===== src/rtl/dma_if_pcie_us_cpl.sv =====
// Ultrascale PCIe completer: decodes single-DW host MemRd/MemWr TLPs arriving on
// the CQ stream, performs the access on a simple register port and returns a
// one-beat completion on the CC stream. Anything else is dropped, or answered
// with a UR/CA completion, and flagged on status_error_uncor.
module dma_if_pcie_us_cpl #(
   parameter int AXIS_PCIE_DATA_WIDTH    = 256,
   parameter int AXIS_PCIE_KEEP_WIDTH    = AXIS_PCIE_DATA_WIDTH / 32,
   parameter int AXIS_PCIE_CQ_USER_WIDTH = (AXIS_PCIE_DATA_WIDTH < 512) ? 88 : 183,
   parameter int AXIS_PCIE_CC_USER_WIDTH = (AXIS_PCIE_DATA_WIDTH < 512) ? 33 : 81,
   parameter int REG_ADDR_WIDTH          = 16,
   parameter int REG_TIMEOUT             = 1024
) (
   input  logic                               clk,
   input  logic                               rst_n,

   input  logic [AXIS_PCIE_DATA_WIDTH-1:0]    s_axis_cq_tdata,
   input  logic [AXIS_PCIE_KEEP_WIDTH-1:0]    s_axis_cq_tkeep,
   input  logic                               s_axis_cq_tvalid,
   output logic                               s_axis_cq_tready,
   input  logic                               s_axis_cq_tlast,
   input  logic [AXIS_PCIE_CQ_USER_WIDTH-1:0] s_axis_cq_tuser,

   output logic [AXIS_PCIE_DATA_WIDTH-1:0]    m_axis_cc_tdata,
   output logic [AXIS_PCIE_KEEP_WIDTH-1:0]    m_axis_cc_tkeep,
   output logic                               m_axis_cc_tvalid,
   input  logic                               m_axis_cc_tready,
   output logic                               m_axis_cc_tlast,
   output logic [AXIS_PCIE_CC_USER_WIDTH-1:0] m_axis_cc_tuser,

   output logic [REG_ADDR_WIDTH-1:0]          reg_wr_addr,
   output logic [31:0]                        reg_wr_data,
   output logic [3:0]                         reg_wr_strb,
   output logic                               reg_wr_en,
   input  logic                               reg_wr_ack,
   output logic [REG_ADDR_WIDTH-1:0]          reg_rd_addr,
   output logic                               reg_rd_en,
   input  logic [31:0]                        reg_rd_data,
   input  logic                               reg_rd_ack,

   input  logic [15:0]                        completer_id,
   input  logic                               enable,
   output logic                               status_error_uncor
);

   localparam int         CNT_W       = $clog2(REG_TIMEOUT + 1);
   localparam logic [3:0] TYPE_MEM_RD = 4'b0000;
   localparam logic [3:0] TYPE_MEM_WR = 4'b0001;
   localparam logic [2:0] CPL_SC      = 3'b000;
   localparam logic [2:0] CPL_UR      = 3'b001;
   localparam logic [2:0] CPL_CA      = 3'b100;

   typedef enum logic [2:0] {S_IDLE, S_REG_WR, S_REG_RD, S_CPL, S_DROP} state_t;

   state_t                    state_q, state_d, post_q, post_d;
   logic                      run_q, run_d;
   logic [REG_ADDR_WIDTH-1:0] addr_q, addr_d;
   logic [4:0]                la_q, la_d;
   logic [3:0]                be_q, be_d;
   logic [15:0]               req_id_q, req_id_d;
   logic [7:0]                tag_q, tag_d;
   logic [2:0]                tc_q, tc_d, attr_q, attr_d, status_q, status_d;
   logic                      has_data_q, has_data_d;
   logic [31:0]               wr_data_q, wr_data_d, rd_data_q, rd_data_d;
   logic [CNT_W-1:0]          cnt_q, cnt_d;
   logic                      err_q, err_d;

   logic [10:0] cq_dw_cnt;
   logic [3:0]  cq_type;
   logic        cq_fire;
   logic        cnt_expired;
   state_t      cq_target;
   logic [2:0]  cq_status;
   logic        cq_err;
   logic        cpl_active;
   logic        unused_inputs;

   // Index of the lowest enabled byte lane (0 when no lane is enabled).
   function automatic logic [1:0] be_lo(input logic [3:0] be);
      logic [1:0] r;
      r = 2'd0;
      for (int i = 3; i >= 0; i--) if (be[i]) r = 2'(i);
      return r;
   endfunction

   // Byte span covered by the enables, lowest to highest set lane inclusive.
   function automatic logic [12:0] be_span(input logic [3:0] be);
      logic [1:0] hi;
      hi = 2'd0;
      for (int i = 0; i < 4; i++) if (be[i]) hi = 2'(i);
      if (be == 4'd0) return 13'd1;
      return 13'(hi) - 13'(be_lo(be)) + 13'd1;
   endfunction

   assign cq_dw_cnt   = s_axis_cq_tdata[74:64];
   assign cq_type     = s_axis_cq_tdata[78:75];
   assign cq_fire     = s_axis_cq_tvalid && s_axis_cq_tready;
   assign cnt_expired = (cnt_q == CNT_W'(REG_TIMEOUT - 1));
   assign cpl_active  = (state_q == S_CPL);

   // Descriptor, tkeep and tuser bits beyond the decoded fields carry nothing we need.
   assign unused_inputs = ^{s_axis_cq_tdata, s_axis_cq_tkeep, s_axis_cq_tuser};

   // Classify the request on the first CQ beat: where it goes and how it is answered.
   always_comb begin
      cq_target = S_IDLE;
      cq_status = CPL_SC;
      cq_err    = 1'b0;
      if (cq_type == TYPE_MEM_WR && cq_dw_cnt == 11'd1) begin
         cq_target = S_REG_WR;
      end else if (cq_type == TYPE_MEM_RD && cq_dw_cnt == 11'd1) begin
         cq_target = S_REG_RD;
      end else if (cq_type == TYPE_MEM_RD) begin
         cq_target = S_CPL;
         cq_status = CPL_CA;
         cq_err    = 1'b1;
      end else if (cq_type >= 4'b0010 && cq_type <= 4'b0110) begin
         cq_target = S_CPL;
         cq_status = CPL_UR;
         cq_err    = 1'b1;
      end else begin
         cq_err    = 1'b1;
      end
   end

   // Next-state and datapath update for the request FSM.
   always_comb begin
      state_d    = state_q;
      post_d     = post_q;
      run_d      = 1'b1;
      addr_d     = addr_q;
      la_d       = la_q;
      be_d       = be_q;
      req_id_d   = req_id_q;
      tag_d      = tag_q;
      tc_d       = tc_q;
      attr_d     = attr_q;
      status_d   = status_q;
      has_data_d = has_data_q;
      wr_data_d  = wr_data_q;
      rd_data_d  = rd_data_q;
      cnt_d      = cnt_q;
      err_d      = 1'b0;
      case (state_q)
         S_IDLE: begin
            if (cq_fire) begin
               addr_d     = {s_axis_cq_tdata[REG_ADDR_WIDTH-1:2], 2'b00};
               la_d       = s_axis_cq_tdata[6:2];
               be_d       = s_axis_cq_tuser[3:0];
               req_id_d   = s_axis_cq_tdata[95:80];
               tag_d      = s_axis_cq_tdata[103:96];
               tc_d       = s_axis_cq_tdata[123:121];
               attr_d     = s_axis_cq_tdata[126:124];
               wr_data_d  = s_axis_cq_tdata[159:128];
               rd_data_d  = 32'd0;
               has_data_d = 1'b0;
               status_d   = cq_status;
               cnt_d      = '0;
               err_d      = cq_err;
               // Extra payload beats must be swallowed before acting on the request.
               if (s_axis_cq_tlast) begin
                  state_d = cq_target;
               end else begin
                  state_d = S_DROP;
                  post_d  = cq_target;
               end
            end
         end
         S_DROP: begin
            if (s_axis_cq_tvalid && s_axis_cq_tlast) state_d = post_q;
         end
         S_REG_WR: begin
            // Ack takes priority over a timeout expiring in the same cycle.
            if (reg_wr_ack) begin
               state_d = S_IDLE;
            end else if (cnt_expired) begin
               state_d = S_IDLE;
               err_d   = 1'b1;
            end else begin
               cnt_d = cnt_q + 1'b1;
            end
         end
         S_REG_RD: begin
            if (reg_rd_ack) begin
               rd_data_d  = reg_rd_data;
               has_data_d = 1'b1;
               status_d   = CPL_SC;
               state_d    = S_CPL;
            end else if (cnt_expired) begin
               has_data_d = 1'b0;
               status_d   = CPL_CA;
               state_d    = S_CPL;
               err_d      = 1'b1;
            end else begin
               cnt_d = cnt_q + 1'b1;
            end
         end
         S_CPL: begin
            if (m_axis_cc_tready) state_d = S_IDLE;
         end
         default: state_d = S_IDLE;
      endcase
   end

   // State and request registers, cleared immediately by reset.
   always_ff @(posedge clk or negedge rst_n) begin
      if (!rst_n) begin
         state_q    <= S_IDLE;
         post_q     <= S_IDLE;
         run_q      <= 1'b0;
         addr_q     <= '0;
         la_q       <= '0;
         be_q       <= '0;
         req_id_q   <= '0;
         tag_q      <= '0;
         tc_q       <= '0;
         attr_q     <= '0;
         status_q   <= '0;
         has_data_q <= 1'b0;
         wr_data_q  <= '0;
         rd_data_q  <= '0;
         cnt_q      <= '0;
         err_q      <= 1'b0;
      end else begin
         state_q    <= state_d;
         post_q     <= post_d;
         run_q      <= run_d;
         addr_q     <= addr_d;
         la_q       <= la_d;
         be_q       <= be_d;
         req_id_q   <= req_id_d;
         tag_q      <= tag_d;
         tc_q       <= tc_d;
         attr_q     <= attr_d;
         status_q   <= status_d;
         has_data_q <= has_data_d;
         wr_data_q  <= wr_data_d;
         rd_data_q  <= rd_data_d;
         cnt_q      <= cnt_d;
         err_q      <= err_d;
      end
   end

   // run_q keeps CQ tready low while in reset and for the first cycle after it.
   assign s_axis_cq_tready   = ((state_q == S_IDLE) && enable && run_q) || (state_q == S_DROP);
   assign reg_wr_en          = (state_q == S_REG_WR);
   assign reg_wr_addr        = addr_q;
   assign reg_wr_data        = wr_data_q;
   assign reg_wr_strb        = be_q;
   assign reg_rd_en          = (state_q == S_REG_RD);
   assign reg_rd_addr        = addr_q;
   assign status_error_uncor = err_q;

   assign m_axis_cc_tvalid = cpl_active;
   assign m_axis_cc_tlast  = cpl_active;
   assign m_axis_cc_tuser  = '0;
   assign m_axis_cc_tkeep  = cpl_active ? AXIS_PCIE_KEEP_WIDTH'(has_data_q ? 4'hF : 4'h7)
                                        : '0;

   // Completion descriptor plus optional data DW; zero whenever no completion is pending.
   always_comb begin
      m_axis_cc_tdata = '0;
      if (cpl_active) begin
         m_axis_cc_tdata[6:0]   = {la_q, be_lo(be_q)};
         m_axis_cc_tdata[28:16] = has_data_q ? be_span(be_q) : 13'd4;
         m_axis_cc_tdata[42:32] = has_data_q ? 11'd1 : 11'd0;
         m_axis_cc_tdata[45:43] = status_q;
         m_axis_cc_tdata[63:48] = req_id_q;
         m_axis_cc_tdata[71:64] = tag_q;
         m_axis_cc_tdata[87:72] = completer_id;
         m_axis_cc_tdata[88]    = 1'b1;
         m_axis_cc_tdata[91:89] = tc_q;
         m_axis_cc_tdata[94:92] = attr_q;
         m_axis_cc_tdata[127:96] = has_data_q ? rd_data_q : 32'd0;
      end
   end

endmodule


===== config.mk =====
export PLATFORM = sky130hd
export DESIGN_NAME = dma_if_pcie_us_cpl
export DESIGN_NICKNAME = d
export VERILOG_FILES = /design/src/rtl/dma_if_pcie_us_cpl.sv
export SDC_FILE = /design/constraint.sdc
export NUM_CORES = 1
export LEC_CHECK = 0
export CAP_MARGIN = 10
export CORE_AREA = 2 2 303 305
export DETAILED_ROUTE_END_ITERATION = 10
export DIE_AREA = 0 0 305 307
export SETUP_SLACK_MARGIN = 0.1
export SLEW_MARGIN = 10
export SYNTH_ARGS = -nofsm -noshare
export SYNTH_HDL_FRONTEND = slang
export SYNTH_SLANG_ARGS = --single-unit

===== constraint.sdc =====
create_clock -name clk -period 6.86 [get_ports clk]
set_input_delay 1.372 -clock clk [delete_from_list [all_inputs] [get_ports clk]]
set_output_delay 1.372 -clock clk [all_outputs]
set_load 0.005 [all_outputs]

; Word-level counts from Yosys, hierarchy flattened
; Cells that the tools add are included.
; Widths: inputs -> output; s select.
[totals]
regBits = 140
output_inout_bits = 371
inputBits = 408
elab_cells = 120
[op_classes]
n_bitwise = 1
n_reduce_logical = 19
eq_ne = 15
n_lt_le_gt_ge = 2
add_sub_neg = 3
mux = 64
[ops]
columns = operator, count
row1 = $mux 32, 4
row2 = $pmux 32 s2, 1
row3 = $mux 13, 4
row4 = $mux 47, 1
row5 = $mux 11, 4
row6 = $mux 3, 14
row7 = $pmux 11 s3, 1
row8 = $mux 2, 13
row9 = $pmux 3 s5, 1
row10 = $mux 1, 14
row11 = $mux 14, 1
row12 = $add 11x1->11 const B, 1
row13 = $eq 11x1->1 const B, 1
row14 = $eq 11x10->1 const B, 1
row15 = $ne 2x2->1 const B, 5
row16 = $reduce_and 3->1, 3
row17 = $logic_not 4->1, 2
row18 = $mux 4, 2
row19 = $logic_and 1x1->1, 7
row20 = $mux 7, 1
row21 = $eq 3x2->1 const B, 2
row22 = $ne 3x1->1 const B, 2
row23 = $pmux 3 s2, 1
row24 = $reduce_and 5->1, 1
row25 = 17 further kinds, 17

; Longest topological paths before layout
[depth]
word_depth = 11
ltp_mapped = 10

; Worst setup path before layout
; Ideal clock, no wire load.
[synth_path]
path_type = register to output
from = register be_q[3] (netlist: reg_wr_strb[3])
to = output port m_axis_cc_tdata[20]
n_path_buf = 1
setup_slack_ns = 3.587
required_ns = 5.488
stages_incl_launch_ff = 9
arrival_ns = 1.901
cell_sequence = dfrtp_1 a21oi_1 nor2_1 ha_1 inv_1 fa_1 a21oi_1 and3_1 buf_4
[synth_between]
elab_chain_len = 11
[synth_lines]
columns = element, line_no
row1 = from (decl), 58  ; logic [3:0] be_q, be_d;
row2 = from (signal assigned), 212  ; be_q <= '0;
row3 = from (signal assigned), 229  ; be_q <= be_d;
row4 = $mux 2 (4 in a row), 81  ; for (int i = 3; i >= 0; i--) if (be[i]) r = 2'(i);
row5 = $mux 2, 91  ; return 13'(hi) - 13'(be_lo(be)) + 13'd1;
row6 = $mux 2, 262  ; if (cpl_active) begin
row7 = $sub 2x2->3, 91
row8 = $add 3x2->4, 91
row9 = $mux 13 (*), 91
row10 = $mux 13 (*), 264  ; m_axis_cc_tdata[28:16] = has_data_q ? be_span(be_q) : 13'd4;
row11 = $mux 13 (*), 262
row12 = to (decl), 23  ; output logic [AXIS_PCIE_DATA_WIDTH-1:0] m_axis_cc_tdata,
; Mark *: on every way between the ends. The rest lies on a longest branch, timed or not. The select of a mux whose other input is x is not followed.

; Worst setup path after layout
[layout_path]
from = register state_q[1]
to = output port m_axis_cc_tdata[23]
[layout_between]
elab_chain_len = 2
[layout_lines]
columns = element, line_no
row1 = from (decl), 54  ; state_t state_q, state_d, post_q, post_d;
row2 = from (signal assigned), 224  ; state_q <= state_d;
row3 = $eq 3x2->1, 98  ; assign cpl_active = (state_q == S_CPL);
row4 = $mux 13, 262
; No other way between the ends.

==> Implementation_results.wiki <==
{| class="wikitable"
! Metric !! Value
|-
| Status || complete, no violations
|-
| Number of buffers on the longest clock path || 2
|-
| Worst-Margin Slew || 956 ps
|-
| Multi-input combinational cell area || between 3000 and 4000 um^2
|-
| Pin count of the biggest net entering global routing || 74
|-
| Post-CTS Hold Fix Bufs || 0
|-
| Layout net count || approximately 1.7k
|-
| Global-route wire length before repair || just over 40,000 um
|-
| Depth of the most critical reg-to-reg path || 5
|-
| Async S/R FF share, synth || 100%
|-
| Flop-to-flop setup slack || between 4000 and 5000 ps
|-
| CTS HTree Levels || 4
|-
| Combined flip-flop and latch cell area || about 3300 um^2
|-
| Total negative setup slack || 0 ps
|-
| Synthesized instance count || between 900 and 1k
|-
| CTS root buf || clkbuf_16
|-
| Wirelength per Cell || around 12 um
|-
| Total detailed-routing wirelength || between 20,000 and 30,000 um
|-
| Crit path kind || flip-flop to output port
|-
| Primary FF master, synth || dfrtp_1
|-
| TritonCTS clock tree || yes
|-
| Worst clock skew on the final layout || roughly 17 ps
|-
| Synthesized flop and latch total || 133
|-
| Pins Over Slew Limit || 0
|-
| Total number of vias || between 6k and 7k
|-
| Power Total || around 3.7 mW
|-
| Total routing resource utilization after global routing || 6.21%
|-
| Setup-violating endpoint count in the final report || 0
|-
| Leftover overflow at the end of global routing || 0
|-
| Synthesized area divided by synthesized cell count || between 8 and 9 um^2
|-
| Cts repair resizes || 0
|-
| Count of filler cells inserted in the layout || 10.3k
|-
| Hold/Removal Path Class || flip-flop to flip-flop
|-
| Placed Area || roughly 12,000 um^2
|-
| Worst-path maximum fanout || 32
|-
| Final Instance Area || approximately 12,000 um^2
|-
| Reg-to-Reg Start || state_q[1]
|-
| Power per cell area || roughly 300 nW/um^2
|-
| Worst-skew pair later-pin latency || slightly below 500 ps
|-
| Initial antenna violation count || 9
|-
| Number of iterations in the first detailed-routing pass || 4
|-
| DRC violation total after the first TritonRoute iteration || 463
|-
| Post-Syn Area || around 8000 um^2
|-
| Critical Path RT || 5490 ps
|-
| Floorplan row count || roughly 110
|-
| Chip height || between 300 and 400 um
|-
| IO Port Bufs || 326
|-
| Worst Setup End Kind || output port
|-
| DRC violations left || 0
|-
| Reg clk slew, reported paths || around 80 ps
|-
| Max-capacitance violation count || 0
|-
| Die outline area || ~94,000 um^2
|-
| Width of the chip || roughly 310 um
|-
| Total leakage power || 5.38 nW
|-
| Nature of the critical path startpoint || flip-flop
|-
| Hold worst-path end || tag_q[7]
|-
| Synth cell types || 59
|-
| Final weighted congestion in routability-driven placement || about 0.69
|-
| RR Endpoint || cnt_q[7]
|-
| Relative area change from synthesis to final layout || 52.9%
|-
| Worst hold path depth || 2
|-
| Worst min-delay path startpoint || tag_q[7]
|-
| Clock sinks || ~130
|-
| Syn. warnings || 0
|-
| Top achievable clock speed || approximately 0.21 GHz
|-
| Hold Fails Final Rpt || 0
|-
| Data arrival, critical path || 3390 ps
|-
| Post-CTS Setup Bufs || 0
|-
| Maximum resistive drop on vdd || 0.212 mV
|-
| Via density per instance || between 2 and 3
|-
| Number of CTS-inserted buffers || 17
|-
| Placeable Area || just over 90,000 um^2
|-
| Commonest non-fill, non-tap cell in the layout || clkdlybuf4s50_1
|-
| Share of post-route cells with drive strength above 1 || 4.67%
|-
| Half-perimeter wire length of the detailed placement result || roughly 21,000 um
|-
| Top library cells by usage in the layout, fill and taps aside || clkdlybuf4s50_1 (325), nand2_1 (310), conb_1 (196)
|-
| Worst slew margin relative to its limit || around 36%
|-
| Post-route clock period utilization || 69.4%
|-
| Count of nets left with antenna violations after detail routing || 0
|-
| Unrepaired setup endpoints after global routing || false
|-
| Initial Utilization || 8.89%
|-
| Number of global-route vias before repair || roughly 6.4k
|-
| Number of ports placed on the die boundary || just under 800
|-
| Shortest clock period the worst path allows after layout || around 4800 ps
|-
| Sequential-to-total area share from yosys stat || between 40% and 50%
|-
| Number of flops mapped to enable cells by yosys || 0
|}
[cells by family after synthesis]
kind of cell    Yosys count  share of synthesized area (%)
xor+xnor                  3                          0.326
buf+inv                 280                           24.0
fa+ha+maj                 4                          0.714
mux                       6                          0.807
simple gates            461                           26.3
flops                   133                           41.3
other cells               2                         0.0932
compound gates           83                           6.44
[layout make-up]
| cell class | instances | area share [%] |
|---|---|---|
| clock inverters | 14 | 1.33 |
| inverters | 11 | 0.335 |
| diodes | 2 | 0.0406 |
| well taps | 1186 | 12.0 |
| repair buffers | 334 | 27.0 |
| multi-input cells | 753 | 28.7 |
| clock buffers | 18 | 3.56 |
| flip-flops and latches | 133 | 27.0 |
[layer usage]
metal  vias to the layer above  GRT usage [%]  part of all wire (%)
li1                       3253              -                     -
met3                        27           2.85                   9.2
met1                      3068           7.61                    44
met2                       326           9.31                    44
met4                         8           2.67                   1.8
met5                         -              0                  0.18
[Yosys cell counts, types with 5 or more instances]
| master | number | area (um^2) |
|---|---|---|
| inv_1 | 9 | 33.8 |
| dfrtp_1 | 133 | 3330 |
| o21ai_0 | 36 | 180 |
| a211oi_1 | 5 | 37.5 |
| nand2_1 | 311 | 1170 |
| nor2_1 | 15 | 56.3 |
| nand3_1 | 7 | 35.0 |
| a21oi_1 | 14 | 70.1 |
| and3_1 | 37 | 231 |
| and2_1 | 55 | 344 |
| buf_4 | 225 | 1690 |
| buf_2 | 11 | 55.1 |
| nor3_1 | 7 | 35.0 |
| clkbuf_1 | 30 | 113 |
[power breakdown]
part	internal, mW	switching [mW]
sequential	1.11	0.222
clock	0.555	0.450
combinational	0.703	0.667
[critical path: stages (launching register included)]
cell	delay (ps)
dfrtp_1	720
nand3_1	450
inv_2	460
and2_1	290
and3_1	390
clkdlybuf4s50_1	580
[state kept, by name (all words and copies together), names as in the netlist, 3 cells and up]
| signal | flops |
|---|---|
| rd_data_q | 32 |
| reg_wr_data | 32 |
| req_id_q | 16 |
| cnt_q | 11 |
| reg_rd_addr | 10 |
| tag_q | 8 |
| la_q | 4 |
| reg_wr_strb | 4 |
| attr_q | 3 |
| state_q | 3 |
| tc_q | 3 |
[per-stage QoR]
| step | setup slack, ps | std cells | utilization, % | hold WS [ps] |
|---|---|---|---|---|
| after floorplan | 3590 | 1166 | - | 437 |
| after global placement | 2460 | 2417 | 12.9 | 452 |
| after detailed placement | 2480 | 2417 | 12.9 | 454 |
| after CTS | 1890 | 2449 | 13.6 | 471 |
| after global routing | 1710 | 2449 | 13.6 | 484 |
| final | 2100 | 2451 | 13.6 | 465 |
[worst max path at each step]
stage	from	to	slack [ps]	cells after the start
finish	state_q[1]	m_axis_cc_tdata[23]	2100	5
global route	state_q[1]	m_axis_cc_tdata[71]	1710	5
CTS	state_q[1]	m_axis_cc_tdata[94]	1890	5
detailed placement	state_q[1]	m_axis_cc_tdata[94]	2480	5
global placement	state_q[1]	m_axis_cc_tdata[94]	2460	5
floorplan	reg_wr_strb[3]	m_axis_cc_tdata[20]	3590	8
(Power assumes the default switching activity.)
